===== config.mk =====
export PLATFORM = sky130hd
export DESIGN_NAME = cmd_scheduler
export DESIGN_NICKNAME = d
export VERILOG_FILES = /design/src/rtl/cmd_scheduler_pkg.sv /design/src/rtl/cmd_arbiter_fp.sv /design/src/rtl/cmd_scheduler.sv
export SDC_FILE = /design/constraint.sdc
export NUM_CORES = 1
export LEC_CHECK = 0
export BUFFER_PORTS_ARGS = -buffer_cell sky130_fd_sc_hd__clkbuf_2
export CORE_ASPECT_RATIO = 1.2
export CORE_UTILIZATION = 46
export DETAILED_ROUTE_END_ITERATION = 16
export PLACE_DENSITY = 0.81
export SYNTH_ARGS = -nofsm -noshare
export SYNTH_HDL_FRONTEND = slang
export SYNTH_SLANG_ARGS = --single-unit

===== constraint.sdc =====
create_clock -name sd_clock -period 2.6 [get_ports sd_clock]
set_input_delay 0.26 -clock sd_clock [delete_from_list [all_inputs] [get_ports sd_clock]]
set_output_delay 0.26 -clock sd_clock [all_outputs]
set_load 0.005 [all_outputs]

===== src/rtl/cmd_scheduler_pkg.sv =====
`default_nettype none
// ============================================================================
//  Module   : cmd_scheduler_pkg
//  Purpose  : Shared definitions for the command scheduler and the physical
//             layer blocks: frame widths, default timing parameters, FSM
//             state encoding, grantee identifiers and a counter-width helper.
//  Revision : 1.0  initial release
// ============================================================================
package cmd_scheduler_pkg;

    localparam int CMD_W          = 40;
    localparam int RESP_W         = 15;
    localparam int DEF_MAX_RETRY  = 2;
    localparam int DEF_GAP_CYCLES = 8;

    typedef enum logic [2:0] {
        ST_IDLE      = 3'd0,
        ST_SEND      = 3'd1,
        ST_WAIT_RESP = 3'd2,
        ST_ACK       = 3'd3,
        ST_GAP       = 3'd4
    } sched_state_e;

    typedef enum logic {
        GNT_SW   = 1'b0,
        GNT_AUTO = 1'b1
    } grantee_e;

    // Bits needed to hold values 0..n; never less than one bit.
    function automatic int cnt_width(input int n);
        return (n < 2) ? 1 : $clog2(n + 1);
    endfunction

endpackage
`default_nettype wire


===== src/rtl/cmd_arbiter_fp.sv =====
`default_nettype none
// ============================================================================
//  Module   : cmd_arbiter_fp
//  Purpose  : Fixed-priority requester pick (auto-stop beats software) and a
//             registered latch holding the grantee of the running transaction.
//  Ports    : sd_clock, reset        clock / async active-high reset
//             req_sw, req_auto       pending requests
//             grant_en               load the current pick into the latch
//             any_req                at least one request pending (comb.)
//             pick                   requester that would win now (comb.)
//             grantee_q              latched grantee
//  Revision : 1.0  initial release
// ============================================================================
module cmd_arbiter_fp
    import cmd_scheduler_pkg::*;
(
    input  logic     sd_clock,
    input  logic     reset,
    input  logic     req_sw,
    input  logic     req_auto,
    input  logic     grant_en,
    output logic     any_req,
    output grantee_e pick,
    output grantee_e grantee_q
);

    grantee_e grantee_d;

    always_comb begin
        any_req   = req_sw | req_auto;
        pick      = req_auto ? GNT_AUTO : GNT_SW;
        grantee_d = grant_en ? pick : grantee_q;
    end

    always_ff @(posedge sd_clock or posedge reset) begin
        if (reset) begin
            grantee_q <= GNT_SW;
        end else begin
            grantee_q <= grantee_d;
        end
    end

endmodule
`default_nettype wire


===== src/rtl/cmd_scheduler.sv =====
`default_nettype none
// ============================================================================
//  Module   : cmd_scheduler
//  Purpose  : Arbitrates two command requesters onto one physical-layer
//             command port, handles the strobe/ack handshakes, response
//             capture, timeout retries and the mandatory inter-command gap.
//  Ports    : sd_clock, reset              clock / async active-high reset
//             req_*, cmd_*, no_resp_*      requester side (sw, auto)
//             done_*, resp_out, timeout_err completion reporting
//             phy_strobe/ack/idle/no_response/cmd   to physical layer
//             phy_ack_out/strobe_out/timeout/response from physical layer
//  Revision : 1.0  initial release
// ============================================================================
module cmd_scheduler
    import cmd_scheduler_pkg::*;
#(
    parameter int MAX_RETRY  = DEF_MAX_RETRY,
    parameter int GAP_CYCLES = DEF_GAP_CYCLES
) (
    input  logic              sd_clock,
    input  logic              reset,
    input  logic              req_sw,
    input  logic              req_auto,
    input  logic [CMD_W-1:0]  cmd_sw,
    input  logic [CMD_W-1:0]  cmd_auto,
    input  logic              no_resp_sw,
    input  logic              no_resp_auto,
    output logic              done_sw,
    output logic              done_auto,
    output logic [RESP_W-1:0] resp_out,
    output logic              timeout_err,
    output logic              phy_strobe,
    output logic              phy_ack,
    output logic              phy_idle,
    output logic              phy_no_response,
    output logic [CMD_W-1:0]  phy_cmd,
    input  logic              phy_ack_out,
    input  logic              phy_strobe_out,
    input  logic              phy_timeout,
    input  logic [RESP_W-1:0] phy_response
);

    localparam int RETRY_W = cnt_width(MAX_RETRY);
    localparam int GAP_W   = cnt_width(GAP_CYCLES);

    sched_state_e        state_q,      state_d;
    logic [CMD_W-1:0]    cmd_q,        cmd_d;
    logic                no_resp_q,    no_resp_d;
    logic [RETRY_W-1:0]  retry_cnt_q,  retry_cnt_d;
    logic                retry_flag_q, retry_flag_d;
    logic [GAP_W-1:0]    gap_cnt_q,    gap_cnt_d;
    logic [RESP_W-1:0]   resp_q,       resp_d;
    logic                terr_q,       terr_d;
    logic                done_sw_q,    done_sw_d;
    logic                done_auto_q,  done_auto_d;

    logic                any_req;
    grantee_e            pick;
    grantee_e            grantee_q;
    logic                grant_en;
    logic                done_pulse;

    cmd_arbiter_fp u_arbiter (
        .sd_clock  (sd_clock),
        .reset     (reset),
        .req_sw    (req_sw),
        .req_auto  (req_auto),
        .grant_en  (grant_en),
        .any_req   (any_req),
        .pick      (pick),
        .grantee_q (grantee_q)
    );

    always_comb begin
        state_d      = state_q;
        cmd_d        = cmd_q;
        no_resp_d    = no_resp_q;
        retry_cnt_d  = retry_cnt_q;
        retry_flag_d = retry_flag_q;
        gap_cnt_d    = gap_cnt_q;
        resp_d       = resp_q;
        terr_d       = terr_q;
        grant_en     = 1'b0;
        done_pulse   = 1'b0;

        case (state_q)
            ST_IDLE: begin
                if (any_req) begin
                    grant_en     = 1'b1;
                    cmd_d        = (pick == GNT_AUTO) ? cmd_auto : cmd_sw;
                    no_resp_d    = (pick == GNT_AUTO) ? no_resp_auto : no_resp_sw;
                    retry_cnt_d  = '0;
                    retry_flag_d = 1'b0;
                    state_d      = ST_SEND;
                end
            end

            ST_SEND: begin
                if (phy_ack_out) begin
                    if (no_resp_q) begin
                        // Fire-and-forget command: complete as soon as the
                        // physical layer accepts it; resp_out is left alone.
                        done_pulse = 1'b1;
                        terr_d     = 1'b0;
                        gap_cnt_d  = '0;
                        state_d    = ST_GAP;
                    end else begin
                        state_d    = ST_WAIT_RESP;
                    end
                end
            end

            ST_WAIT_RESP: begin
                // A response arriving together with a timeout wins.
                if (phy_strobe_out) begin
                    resp_d       = phy_response;
                    retry_flag_d = 1'b0;
                    state_d      = ST_ACK;
                end else if (phy_timeout) begin
                    retry_flag_d = 1'b1;
                    state_d      = ST_ACK;
                end
            end

            ST_ACK: begin
                if (!phy_strobe_out && !phy_timeout) begin
                    gap_cnt_d = '0;
                    state_d   = ST_GAP;
                    if (retry_flag_q) begin
                        if (retry_cnt_q < RETRY_W'(MAX_RETRY)) begin
                            // Keep retry_flag set so GAP resends the latched
                            // command instead of returning to arbitration.
                            retry_cnt_d = retry_cnt_q + RETRY_W'(1);
                        end else begin
                            retry_flag_d = 1'b0;
                            done_pulse   = 1'b1;
                            terr_d       = 1'b1;
                        end
                    end else begin
                        done_pulse = 1'b1;
                        terr_d     = 1'b0;
                    end
                end
            end

            ST_GAP: begin
                if (gap_cnt_q == GAP_W'(GAP_CYCLES - 1)) begin
                    gap_cnt_d = '0;
                    if (retry_flag_q) begin
                        retry_flag_d = 1'b0;
                        state_d      = ST_SEND;
                    end else begin
                        state_d      = ST_IDLE;
                    end
                end else begin
                    gap_cnt_d = gap_cnt_q + GAP_W'(1);
                end
            end

            default: begin
                state_d = ST_IDLE;
            end
        endcase

        done_sw_d   = done_pulse && (grantee_q == GNT_SW);
        done_auto_d = done_pulse && (grantee_q == GNT_AUTO);
    end

    always_ff @(posedge sd_clock or posedge reset) begin
        if (reset) begin
            state_q      <= ST_IDLE;
            cmd_q        <= '0;
            no_resp_q    <= 1'b0;
            retry_cnt_q  <= '0;
            retry_flag_q <= 1'b0;
            gap_cnt_q    <= '0;
            resp_q       <= '0;
            terr_q       <= 1'b0;
            done_sw_q    <= 1'b0;
            done_auto_q  <= 1'b0;
        end else begin
            state_q      <= state_d;
            cmd_q        <= cmd_d;
            no_resp_q    <= no_resp_d;
            retry_cnt_q  <= retry_cnt_d;
            retry_flag_q <= retry_flag_d;
            gap_cnt_q    <= gap_cnt_d;
            resp_q       <= resp_d;
            terr_q       <= terr_d;
            done_sw_q    <= done_sw_d;
            done_auto_q  <= done_auto_d;
        end
    end

    assign phy_strobe      = (state_q == ST_SEND);
    assign phy_ack         = (state_q == ST_ACK);
    assign phy_idle        = (state_q == ST_IDLE) || (state_q == ST_GAP);
    assign phy_cmd         = cmd_q;
    assign phy_no_response = no_resp_q;
    assign done_sw         = done_sw_q;
    assign done_auto       = done_auto_q;
    assign resp_out        = resp_q;
    assign timeout_err     = terr_q;

endmodule
`default_nettype wire


# ---- Word-level counts from Yosys, hierarchy flattened
# Cells that the tools add are included.
dict set report totals {
  output_inout_bits 62
  register_bits 70
  word_cells 92
}
dict set report classes {
  add_sub_neg 2
  n_bitwise 2
  eq_ne 14
  muxes 44
  n_lt_le_gt_ge 1
  n_reduce_logical 18
}
# operator n
set op_table {}
lappend op_table {{$mux 40} 1}
lappend op_table {{$mux 1} 22}
lappend op_table {{$mux 3} 7}
lappend op_table {{$reduce_and 5->1} 4}
lappend op_table {{$mux 4} 4}
lappend op_table {{$pmux 3 s5} 1}
lappend op_table {{$pmux 4 s3} 1}
lappend op_table {{$ne 2x1->1 const B} 5}
lappend op_table {{$mux 2} 4}
lappend op_table {{$eq 3x2->1 const B} 2}
lappend op_table {{$ne 3x3->1 const B} 2}
lappend op_table {{$add 4x1->4 const B} 1}
lappend op_table {{$eq 4x3->1 const B} 1}
lappend op_table {{$ne 2x2->1 const B} 2}
lappend op_table {{$pmux 1 s2} 2}
lappend op_table {{$pmux 1 s4} 1}
lappend op_table {{$pmux 2 s2} 1}
lappend op_table {{$reduce_and 2->1} 2}
lappend op_table {{$reduce_and 4->1} 1}
lappend op_table {{$reduce_bool 2->1} 2}
lappend op_table {{$reduce_bool 4->1} 1}
lappend op_table {{$eq 3x1->1 const B} 1}
lappend op_table {{$eq 3x3->1 const B} 1}
lappend op_table {{$logic_and 1x1->1} 3}
lappend op_table {{8 further kinds} 9}

# ---- Longest topological paths before layout
dict set report logic_depth {
  depth_word 6
  ltp_mapped 7
}

# ---- By module
# From an unflattened synthesis, not the netlist that was laid out.
dict set report unflattened {
  cells_unflattened 289
  hier_area_um2 3364.5
}
# mod instances cells_each area_per_inst_um2
set modules_own_cells {}
lappend modules_own_cells {cmd_scheduler 1 284 3306.9}
lappend modules_own_cells {cmd_arbiter_fp 1 5 57.6}

# ---- Worst setup path before layout
# No wires, ideal clock.
dict set report synth_path {
  path_kind {reg-to-reg}
  startpoint {reg state_q[2]}
  endpoint {reg resp_q[10] (netlist: resp_out[10])}
  arrival_ps 1483
  path_slack_ps 992
  synth_period_minus_slack_ps 1608
  path_stages_with_launch 6
  path_buffers 2
  required_time_ps 2475
  setup_time_ps 125
  cell_sequence {dfrtp_1 buf_2 nand2b_4 nor3b_4 buf_8 mux2_4}
}
dict set report synth_via {
  elab_chain_len 2
}
# element line
set synth_lines {}
lappend synth_lines {{from (decl)} cmd_scheduler.sv:46} ;# sched_state_e state_q, state_d;
lappend synth_lines {{from (signal assigned)} cmd_scheduler.sv:182} ;# state_q <= state_d;
lappend synth_lines {{$eq 3x2->1} cmd_scheduler.sv:86} ;# case (state_q)
lappend synth_lines {{$reduce_and 2->1 (no line)} n/a}
lappend synth_lines {{to (signal assigned)} cmd_scheduler.sv:188} ;# resp_q <= resp_d;
lappend synth_lines {{to (decl)} cmd_scheduler.sv:52} ;# logic [RESP_W-1:0] resp_q, resp_d;
# Every way passes these cells.
# A chain may end at the register's enable or synchronous reset.

# ---- Worst setup path in the final report
dict set report layout_path {
  startpoint {reg state_q[1]}
  endpoint {reg cmd_q[3] (netlist: phy_cmd[3])}
}
dict set report layout_via {
  elab_chain_len 2
}
# element line
set layout_lines {}
lappend layout_lines {{$logic_not 3->1} cmd_scheduler.sv:86}
lappend layout_lines {{$reduce_and 2->1 (no line)} n/a}
lappend layout_lines {{to (signal assigned)} cmd_scheduler.sv:183} ;# cmd_q <= cmd_d;
lappend layout_lines {{to (decl)} cmd_scheduler.sv:47} ;# logic [CMD_W-1:0] cmd_q, cmd_d;
# Every way passes these cells.

==> impl_metrics.yaml <==
run_status:
  outcome: "finished with violations"
  violations: "negative hold slack"
grt:
  grt_pass1_wl_um: 11100
  top_usage_layer: "met2"
  met3_usage: 0.0447
  grt_use_total: 0.197
  grtUsageMet1: 0.224
  grt_overflow: 0
  grt_antenna_before_repair: 0
  met2_usage: 0.354
  first_global_vias: 2486
  grt_max_degree: 58
cts:
  cts_root_buffer: "clkbuf_8"
  htreeDepth: 3
  cts_hold_buffers: 0
  cts_tree: "built"
  clock_sinks: 70
  cts_buffers: 9
  postCtsSetupBuffers: 0
  cts.clk_slew.worst_paths_ps: 80
  cts.repair.resized: 0
  clk-insertion-delay-late_ps: 330
  cts.path.max_buffers: 2
setup_path:
  endpoint_kind: "flop"
  path_delay_family: "flip-flops"
  cp_max_fo: 57
  critPathMaxStageDelay_ps: 560
  worst-path-buf-inv: 1
  path_cells: "nor3_2 -> o21ai_4 -> buf_4 -> nand2_1 -> o21ai_0"
  worstPathArrival_ps: 2180
  cp_slowest_cell: "dfrtp_1"
  required_ps: 2800
  crit_path_start_kind: "flop"
  crit_type: "reg2reg"
layout:
  layout-drive-gt1-share: 0.452
  layout_commonest_cell: "clkbuf_2"
  final_util: 0.637
  mostFrequentLayoutCells: "clkbuf_2, dfrtp_1, nand2_1, o21ai_0, mux2i_1"
  diodes: 0
  final_cells: 547
  fillers: 598
  design_area_um2: 4370
  area_delta_synth_final_pct: 33.6
  nets: 560
timing:
  rsz0062_at_grt: "no"
  hold_viol: 12
  finalSetupTns_ps: 0
  max_slew_margin: 0.267
  slew_viol_final: 0
  setup_viol: 0
  fin_skew_ps: 8.22
  hold_slack_ps: -11.1
  fin_crit_sh: 0.762
  worst_slew_pin_slew_ps: 1100
  fin_crit_ps: 1980
  max_freq_mhz: 505
logic_synthesis:
  async_reset_ff_frac: 1.00
  ys_warn_count: 0
  synth-seq-cells: 70
  synth_ff_type: "dfrtp_1"
  synth_edf_count: 0
  syn_nets: 399
  synth_cell_type_count: 40
  postSynthAreaPerCell_um2: 11.1
  synthesis.area_um2: 3270
  synth_seq_area_share: 0.536
  synthCells: 294
placed_design:
  postPlaceCellArea_um2: 4160
  numPlacedInstances: 531
  gp_congestion: 0.799
  dp_hpwl_um: 5280
  portBuffers: 165
power_and_ir_drop:
  leakage_uw: 0.00234
  power.density_nw_per_um2: 1040
  ir_drop_uv: 504
die:
  die_width_um: 78.9
  die-area_um2: 7440
  coreArea_um2: 6850
  io_pins: 166
  start_util: 0.477
  die_h_um: 94.3
  std_cell_rows: 33
min_path:
  hold_class: "in2async"
route:
  ant_nets: 0
  drt_drc_violations_left: 0
  wire_per_inst_um: 12.5
  first_pass_iters: 4
  drt-initial-drc-count: 179
  wirelength_um: 6850
  num_vias: 2646
  via_per_inst: 4.84
job:
  max-cap-violations: 0
[power by group]
| group | total (µW) | internal (µW) | switching (µW) |
|---|---|---|---|
| clock network | 886 | 493 | 393 |
| logic | 1690 | 859 | 827 |
| registers | 1950 | 1590 | 362 |
[Yosys cell counts, types with 2 or more instances]
master	instances	area, µm²
mux2_4	10	150
o21ai_1	2	10.0
a21oi_1	5	25.0
mux2i_1	43	430
buf_2	10	50.1
inv_1	5	18.8
o21ai_0	47	235
nor2_1	8	30.0
mux2_2	6	67.6
a31oi_1	2	12.5
o21a_1	2	15.0
dfrtp_1	70	1750
nand2_1	50	188
nor2b_1	2	12.5
clkbuf_1	7	26.3
[metrics by stage]
step                      total power, µW  setup WS [ps]
after floorplan                      2960            572
after global placement               3600            691
after detailed placement             3700            600
after CTS                            4590            615
after global routing                 4900            450
final                                4530            619
[registers in the layout, summed over array words and instances, names as in the netlist]
signal               flops
done_auto                1
done_sw                  1
gap_cnt_q                4
phy_cmd                 40
phy_no_response          1
resp_out                15
retry_cnt_q              2
retry_flag_q             1
state_q                  3
timeout_err              1
u_arbiter.grantee_q      1
[cells by family (layout without fill, tap and decap cells)]
family,count (synthesis),after routing,synth area share
mux,59,59,0.198
fa+ha+maj,1,1,0.00383
flops,70,70,0.536
simple gates,74,74,0.113
buf+inv,24,190,0.0360
compound gates,66,66,0.112
[metal layers]
layer | vias to the layer above | wire length (µm)
li1 | 1353 | -
met1 | 1192 | 2840
met2 | 95 | 3570
met3 | 6 | 361
met4 | 0 | 85
met5 | - | 0
[path summary, 6_finish.rpt]
kind                       slack [ps]  cells past startpoint            to                start
min in group sd_clock             150                      2   resp_out[5]      phy_response[5]
hold / removal                    -10                      2   phy_cmd[21]                reset
max in group asynchronous        1980                      3  resp_out[10]                reset
setup / recovery                  620                      5    phy_cmd[3]           state_q[1]
setup reg to reg                  620                      5    phy_cmd[3]           state_q[1]
hold reg to reg                   480                      1       done_sw  u_arbiter.grantee_q
[final cells by class]
cell class / instances / area, µm² / share of cell area
multi-input cells: 200 / 1410 / 0.323
clock inverters: 5 / 57.6 / 0.0132
repair buffers: 169 / 868 / 0.199
flip-flops and latches: 70 / 1750 / 0.401
clock buffers: 11 / 151 / 0.0347
inverters: 5 / 18.8 / 0.00430
well taps: 87 / 109 / 0.0249
Power figures use the tool's default switching activity.
